**src/rtl/ctrl_pkg.sv**
```systemverilog
// Shared constants and types for the multi-cycle CPU controller.
// Opcodes, func bit indices, one-hot ALU ops, FSM state and instruction class.
package ctrl_pkg;

  localparam logic [3:0] OP_LOAD  = 4'b0000;
  localparam logic [3:0] OP_STORE = 4'b0001;
  localparam logic [3:0] OP_JUMP  = 4'b0010;
  localparam logic [3:0] OP_BRZ   = 4'b0100;
  localparam logic [3:0] OP_RTYPE = 4'b1000;
  localparam logic [3:0] OP_ADDI  = 4'b1100;
  localparam logic [3:0] OP_SUBI  = 4'b1101;
  localparam logic [3:0] OP_ANDI  = 4'b1110;
  localparam logic [3:0] OP_ORI   = 4'b1111;

  localparam int F_MOVE = 0;
  localparam int F_ADD  = 1;
  localparam int F_SUB  = 2;
  localparam int F_AND  = 3;
  localparam int F_OR   = 4;
  localparam int F_NOT  = 5;
  localparam int F_NOP  = 6;
  localparam int F_WND  = 7;

  localparam logic [6:0] ALU_NONE = 7'h00;
  localparam logic [6:0] ALU_MOVE = 7'h01;
  localparam logic [6:0] ALU_ADD  = 7'h02;
  localparam logic [6:0] ALU_SUB  = 7'h04;
  localparam logic [6:0] ALU_AND  = 7'h08;
  localparam logic [6:0] ALU_OR   = 7'h10;
  localparam logic [6:0] ALU_NOT  = 7'h20;
  localparam logic [6:0] ALU_CMP  = 7'h40;

  typedef enum logic [2:0] {
    FETCH,
    DECODE,
    EXEC,
    MEM,
    WB
  } state_t;

  typedef enum logic [3:0] {
    ALU,
    ALUI,
    LOAD,
    STORE,
    JUMP,
    BRZ,
    WND,
    NOP,
    ILLEGAL
  } iclass_t;

  function automatic logic is_onehot8(input logic [7:0] v);
    return (v != 8'h00) && ((v & (v - 8'h01)) == 8'h00);
  endfunction

endpackage

```
**src/rtl/inst_decoder.sv**
```systemverilog
// Combinational instruction classifier.
// Maps opcode/func to an instruction class and its one-hot ALU op.
module inst_decoder
  import ctrl_pkg::*;
(
  input  logic [3:0] opcode,
  input  logic [7:0] func,
  output iclass_t    iclass,
  output logic [6:0] aluop
);

  always_comb begin
    iclass = ILLEGAL;
    aluop  = ALU_NONE;
    case (opcode)
      OP_LOAD:  iclass = LOAD;
      OP_STORE: iclass = STORE;
      OP_JUMP:  iclass = JUMP;
      OP_BRZ: begin
        iclass = BRZ;
        aluop  = ALU_CMP;
      end
      OP_RTYPE: begin
        if (is_onehot8(func)) begin
          unique case (1'b1)
            func[F_MOVE]: begin iclass = ALU; aluop = ALU_MOVE; end
            func[F_ADD]:  begin iclass = ALU; aluop = ALU_ADD;  end
            func[F_SUB]:  begin iclass = ALU; aluop = ALU_SUB;  end
            func[F_AND]:  begin iclass = ALU; aluop = ALU_AND;  end
            func[F_OR]:   begin iclass = ALU; aluop = ALU_OR;   end
            func[F_NOT]:  begin iclass = ALU; aluop = ALU_NOT;  end
            func[F_NOP]:  iclass = NOP;
            func[F_WND]:  iclass = WND;
            default:      iclass = ILLEGAL;
          endcase
        end
      end
      OP_ADDI: begin iclass = ALUI; aluop = ALU_ADD; end
      OP_SUBI: begin iclass = ALUI; aluop = ALU_SUB; end
      OP_ANDI: begin iclass = ALUI; aluop = ALU_AND; end
      OP_ORI:  begin iclass = ALUI; aluop = ALU_OR;  end
      default: iclass = ILLEGAL;
    endcase
  end

endmodule

```
**src/rtl/controller.sv**
```systemverilog
// Multi-cycle control FSM for the 16-bit windowed-register CPU.
// Sequences FETCH/DECODE/EXEC/MEM/WB and issues datapath strobes.
module controller
  import ctrl_pkg::*;
(
  input  logic       clk,
  input  logic       rst,
  input  logic [3:0] opcode,
  input  logic [7:0] func,
  input  logic       mem_ready,
  output logic       mem_req,
  output logic       mem_write,
  output logic       ir_write,
  output logic       pc_write,
  output logic       jump,
  output logic       immdSel,
  output logic       memOrALU,
  output logic       toWrite,
  output logic       setWindow,
  output logic [6:0] ALUop,
  output logic       illegal
);

  state_t     state, state_n;
  iclass_t    cls_q;
  iclass_t    dec_cls;
  logic [6:0] dec_aluop;
  logic [6:0] aluop_q;

  inst_decoder u_dec (
    .opcode (opcode),
    .func   (func),
    .iclass (dec_cls),
    .aluop  (dec_aluop)
  );

  always_ff @(posedge clk or negedge rst) begin
    if (!rst) begin
      state   <= FETCH;
      cls_q   <= NOP;
      aluop_q <= ALU_NONE;
    end else begin
      state <= state_n;
      if (state == DECODE) begin
        cls_q   <= dec_cls;
        aluop_q <= dec_aluop;
      end
    end
  end

  // Outputs are forced low while reset is held, independent of the clock.
  always_comb begin
    state_n   = state;
    mem_req   = 1'b0;
    mem_write = 1'b0;
    ir_write  = 1'b0;
    pc_write  = 1'b0;
    jump      = 1'b0;
    immdSel   = 1'b0;
    memOrALU  = 1'b0;
    toWrite   = 1'b0;
    setWindow = 1'b0;
    ALUop     = ALU_NONE;
    illegal   = 1'b0;
    if (rst) begin
      case (state)
        FETCH: begin
          ir_write = 1'b1;
          state_n  = DECODE;
        end
        DECODE: begin
          if (dec_cls == LOAD || dec_cls == STORE)
            state_n = MEM;
          else
            state_n = EXEC;
        end
        EXEC: begin
          state_n = FETCH;
          case (cls_q)
            ALU, ALUI: begin
              ALUop    = aluop_q;
              immdSel  = (cls_q == ALUI);
              state_n  = WB;
            end
            JUMP: begin
              jump     = 1'b1;
              pc_write = 1'b1;
            end
            BRZ: begin
              ALUop    = aluop_q;
              pc_write = 1'b1;
            end
            WND: begin
              setWindow = 1'b1;
              pc_write  = 1'b1;
            end
            default: begin
              pc_write = 1'b1;
              illegal  = (cls_q == ILLEGAL);
            end
          endcase
        end
        MEM: begin
          mem_req   = 1'b1;
          mem_write = (cls_q == STORE);
          if (mem_ready) begin
            if (cls_q == STORE) begin
              pc_write = 1'b1;
              state_n  = FETCH;
            end else begin
              state_n  = WB;
            end
          end
        end
        WB: begin
          toWrite  = 1'b1;
          pc_write = 1'b1;
          state_n  = FETCH;
          if (cls_q != LOAD) begin
            ALUop    = aluop_q;
            immdSel  = (cls_q == ALUI);
            memOrALU = 1'b1;
          end
        end
        default: state_n = FETCH;
      endcase
    end
  end

endmodule

```
**config.mk**
```make
export PLATFORM = sky130hd
export DESIGN_NAME = controller
export DESIGN_NICKNAME = d
export VERILOG_FILES = /design/src/rtl/ctrl_pkg.sv /design/src/rtl/inst_decoder.sv /design/src/rtl/controller.sv
export SDC_FILE = /design/constraint.sdc
export NUM_CORES = 1
export LEC_CHECK = 0
export ABC_AREA = 1
export CAP_MARGIN = 10
export CORE_MARGIN = 5
export CORE_UTILIZATION = 39
export DETAILED_ROUTE_END_ITERATION = 10
export HOLD_SLACK_MARGIN = 0.05
export PLACE_DENSITY_LB_ADDON = 0.12
export SYNTH_ARGS = -nofsm -noshare
export SYNTH_HDL_FRONTEND = slang
export SYNTH_HIERARCHICAL = 1
export SYNTH_SLANG_ARGS = --single-unit
```
**constraint.sdc**
```tcl
create_clock -name clk -period 1.3 [get_ports clk]
set_input_delay 0.325 -clock clk [delete_from_list [all_inputs] [get_ports clk]]
set_output_delay 0.325 -clock clk [all_outputs]
set_load 0.1 [all_outputs]
```
==> results of run 1 <==
-- Yosys cell counts, drive strengths merged --
master	instances	area, um2
nand4	4	25.0
inv	32	120
nand2	65	284
nand3	17	103
dfrtp	11	275
o21ai	19	140
a21oi	1	5.00
nor3	1	10.0
buf	2	31.3
nor2	36	148
a31oi	2	12.5
clkinv	1	5.00
dfstp	3	78.8
nor4	2	12.5
-- layer usage --
| metal | global-route usage, % | overflow |
|---|---|---|
| met3 | 40.6 | 0 |
| met4 | 88.1 | 53 |
| met1 | 65.8 | 0 |
| met5 | 0 | 0 |
| met2 | 92.1 | 64 |
-- stage by stage --
stage               setup WS (ps)  instances  util (%)  area (um2)
floorplan                    -719        196         -        1430
global placement             -661        322      76.7        2340
detailed placement           -715        322      76.7        2340
CTS                          -764        351      92.8        2830
-- cells by family after synthesis --
| kind of cell | count (synthesis) | synth area share (%) |
|---|---|---|
| buffers and inverters | 35 | 12.5 |
| AND/OR/NAND/NOR | 125 | 46.5 |
| AO/OA/AOI/OAI | 22 | 12.6 |
| flip-flops | 14 | 28.3 |
-- what timing repair did --
item	CTS
endpoints found under the setup margin	31
gates resized for setup	78
setup buffers	24
pin swaps	31
gates cloned	3
==> flow_summary.json, run 1 <==
{
  "cts_hold_buf": 0,
  "endpoint_type": "top-level output",
  "numPortBuffers": 31,
  "rows": 20,
  "yosysWarnings": 6,
  "synth_area_um2": 1250,
  "place_congestion": 0.898,
  "clock_tree.buffer_depth": 2,
  "cts-htree-levels": 1,
  "clockRootBuffer": "clkbuf_4",
  "cts.sinks": 14,
  "error": "[ERROR GRT-0232] Routing congestion too high. Check the congestion heatmap in the GUI.",
  "synth_area_per_cell_um2": 6.38,
  "synth_seq_area_share_pct": 28.3,
  "dieHeight_um": 66.6,
  "syn-num-nets": 211,
  "die_x_um": 66.6,
  "ios": 32,
  "hpwl_um": 3340,
  "synth-seq-cells": 14,
  "grt_use_total_pct": 69.5,
  "gr-total-overflow": 117,
  "failed_stage": "global routing",
  "numCtsBuffers": 3,
  "start_util_pct": 40.9,
  "crit_endpoint": "ALUop[3]",
  "status": "did not finish",
  "antenna_found_initial": 1,
  "synthCells": 196,
  "grt_max_degree": 9,
  "synth_cell_types": 24
}
==> inputs of run 2 (changes only) <==
Settings changed: CORE_UTILIZATION 39 to 24, HOLD_SLACK_MARGIN 0.05 to default, PLACE_DENSITY_LB_ADDON 0.12 to 0.15.
Clock period 1.3 ns to 1.7 ns, I/O delays scaled along.
==> flow_summary.json, run 2 <==
{
  "status": "finished with violations",
  "violations": "negative setup slack",
  "fin_nets": 309,
  "cts-htree-levels": 1,
  "final_cell_mix": "buf_4 (52), nand2_1 (31), nand2_2 (28)",
  "dr.pass1.iters": 4,
  "pwr-share-clk_pct": 8.0,
  "rows": 26,
  "synth_top_family_by_area": "simple AND/OR/NAND/NOR gates",
  "cts_hold_buf": 0,
  "fin_area_um2": 2650,
  "yosys-top-cells-area": "dfrtp_1 (22%), nand2_1 (15%), nor2_1 (9.9%)",
  "final_common_cell": "buf_4",
  "synth_xor_area_share_pct": 0,
  "clkTransAtPathRegs_ps": 50,
  "place_congestion": 0.748,
  "internal-power_mw": 1.77,
  "cts.sinks": 14,
  "fmax_ghz": 0.481,
  "largest_registers": "aluop_q (7), cls_q (4), state (3)",
  "tns_ps": -4490,
  "ant_nets": 0,
  "power-per-cell-area_nw_per_um2": 1260,
  "synth-adder-area-share_pct": 0,
  "synthMuxAreaShare_pct": 0,
  "largest_reg_flops": 7,
  "cp.arrival_ps": 1650,
  "drt_wl_total_um": 3610,
  "use_met2_pct": 16.7,
  "n_fill_cell": 509,
  "grt_use_met3_pct": 0.759,
  "final-max-slew-violation-count": 0,
  "rsz0062_at_grt": "yes",
  "p_leak_nw": 1.23,
  "ios": 32,
  "p_sw_mw": 1.56,
  "cp-start-kind": "flip-flop",
  "ir_drop_mv": 0.606,
  "ff_latch_area_um2": 357,
  "synth_seq_area_share_pct": 28.3,
  "fin_crit_ps": 2080,
  "yosys.area_share.simple_pct": 46.5,
  "gr-total-overflow": 0,
  "antenna_found_initial": 0,
  "grt_pass1_vias": 1347,
  "numCtsBuffers": 3,
  "dieHeight_um": 82.2,
  "synth_top_area_share_pct": 22.0,
  "finalHoldViolations": 0,
  "min_period_over_period_pct": 122,
  "drc": 0,
  "yosysWarnings": 6,
  "synth_area_per_cell_um2": 6.38,
  "cp-end-kind": "output port",
  "maxSlewHeadroom_pct": 80.2,
  "core_region_area_um2": 5070,
  "power_frac_comb_pct": 73.8,
  "clockRootBuffer": "clkbuf_8",
  "synth-main-ff-cell": "dfrtp_1",
  "grt_util_met1_pct": 15.6,
  "synth_area_um2": 1250,
  "synthTopCellsByCount": "nand2_1 (51), nor2_1 (33), inv_1 (28)",
  "holdCritPathClass": "input port to async pin",
  "num_vias": 1478,
  "multiInputGateArea_um2": 997,
  "synth_async_sr_flop_share_pct": 100,
  "fin_ws_ps": -377,
  "synthCells": 196,
  "cts_tree": "yes",
  "synth-seq-cells": 14,
  "finalSetupViolations": 17,
  "insertion_delay_ps": 240,
  "fin_skew_ps": 3.64,
  "clock_tree.buffer_depth": 2,
  "vias_per_cell": 4.07,
  "start_util_pct": 24.6,
  "hpwl_um": 2780,
  "grt_use_total_pct": 10.8,
  "largest_register": "aluop_q",
  "top_usage_layer": "met2",
  "tightest_slew_ps": 296,
  "syn-num-nets": 211,
  "placed_cell_area_um2": 2290,
  "synth_cell_types": 24,
  "diodes": 0,
  "p_seq_share_pct": 18.2,
  "die_x_um": 82.2,
  "post-synth-top-count-cell": "nand2_1",
  "drtIter0Drc": 53,
  "synth-compound-area-share_pct": 12.6,
  "path_class": "flip-flop to output port",
  "required_ps": 1270,
  "synth_edf_count": 0,
  "yosys.area.top_type": "dfrtp_1",
  "numPortBuffers": 31,
  "path_max_fanout": 7,
  "drive_above_1_share_pct": 65.9,
  "grt_first_pass_wirelength_um": 5820,
  "switching_share_pct": 46.8,
  "die-area_um2": 6750,
  "whs_ps": 223,
  "grt_max_degree": 23,
  "area_growth_syn_to_layout_pct": 112,
  "max-cap-violations": 0,
  "wl_per_cell_um": 9.94
}
-- run 2: cell counts after synthesis --
No cell type changed its count.
-- run 2: final timing paths --
check                              to       start  slack [ps]  cells past startpoint
setup / recovery             ALUop[3]    cls_q[1]        -380                      8
hold / removal             aluop_q[5]         rst         220                      2
setup reg to reg             state[2]    state[0]         170                      9
hold reg to reg            aluop_q[6]  aluop_q[6]         520                      2
max in group asynchronous    cls_q[0]         rst        1140                      3
min in group clk           aluop_q[6]  aluop_q[6]         520                      2
-- run 2: metrics by stage --
| stage | total power [mW] | std cells | util, % | setup WS [ps] |
|---|---|---|---|---|
| floorplan | 1.80 | 196 | - | -419 |
| global placement | 2.55 | 344 | 45.0 | -445 |
| detailed placement | 2.55 | 344 | 45.0 | -461 |
| CTS | 3.07 | 357 | 48.3 | -336 |
| global route | 3.56 | 363 | 52.1 | -450 |
| finish | 3.32 | 363 | 52.1 | -377 |
-- run 2: cells by family (layout without fill, tap and decap cells) --
| kind of cell | count (synthesis) | after routing |
|---|---|---|
| AO/OA/AOI/OAI | 22 | 22 |
| buffers and inverters | 35 | 132 |
| AND/OR/NAND/NOR | 125 | 125 |
| flip-flops | 14 | 14 |
-- run 2: power by group through the flow --
stage                     Sequential (mW)  Clock, mW  Combinational (mW)
after floorplan                     0.575          0                1.23
after detailed placement            0.575          0                1.98
after global placement              0.579          0                1.97
after global routing                0.623      0.295                2.64
final                               0.606      0.267                2.45
after CTS                           0.581      0.277                2.21
-- run 2: routing by layer --
layer	part of all wire (%)	wire, um
met5	0	0
met1	49	1760
met4	1.0	36
met3	2.9	104
met2	47	1710
-- run 2: area by class of cell --
| cell class | instances | share of cell area [%] |
|---|---|---|
| well taps | 70 | 3.31 |
| repair buffers | 95 | 38.0 |
| clock buffers | 4 | 1.70 |
| inverters | 33 | 5.82 |
| multi-input cells | 147 | 37.7 |
| flip-flops and latches | 14 | 13.5 |
-- run 2: critical path: stages, from the launching register on --
cell	delay [ps]
dfstp_2	560
inv_4	50
nor2_4	110
nand2_2	60
nand2_2	80
nand3_4	160
nand2_2	140
clkinvlp_4	100
buf_12	170
-- run 2: timing repair --
| action | in CTS | in global routing |
|---|---|---|
| setup endpoints to repair | 27 | 27 |
| resized for setup | 29 | 55 |
| pin swaps | 15 | 26 |
| buffers inserted | 11 | 8 |
Power figures use the tool's default switching activity.
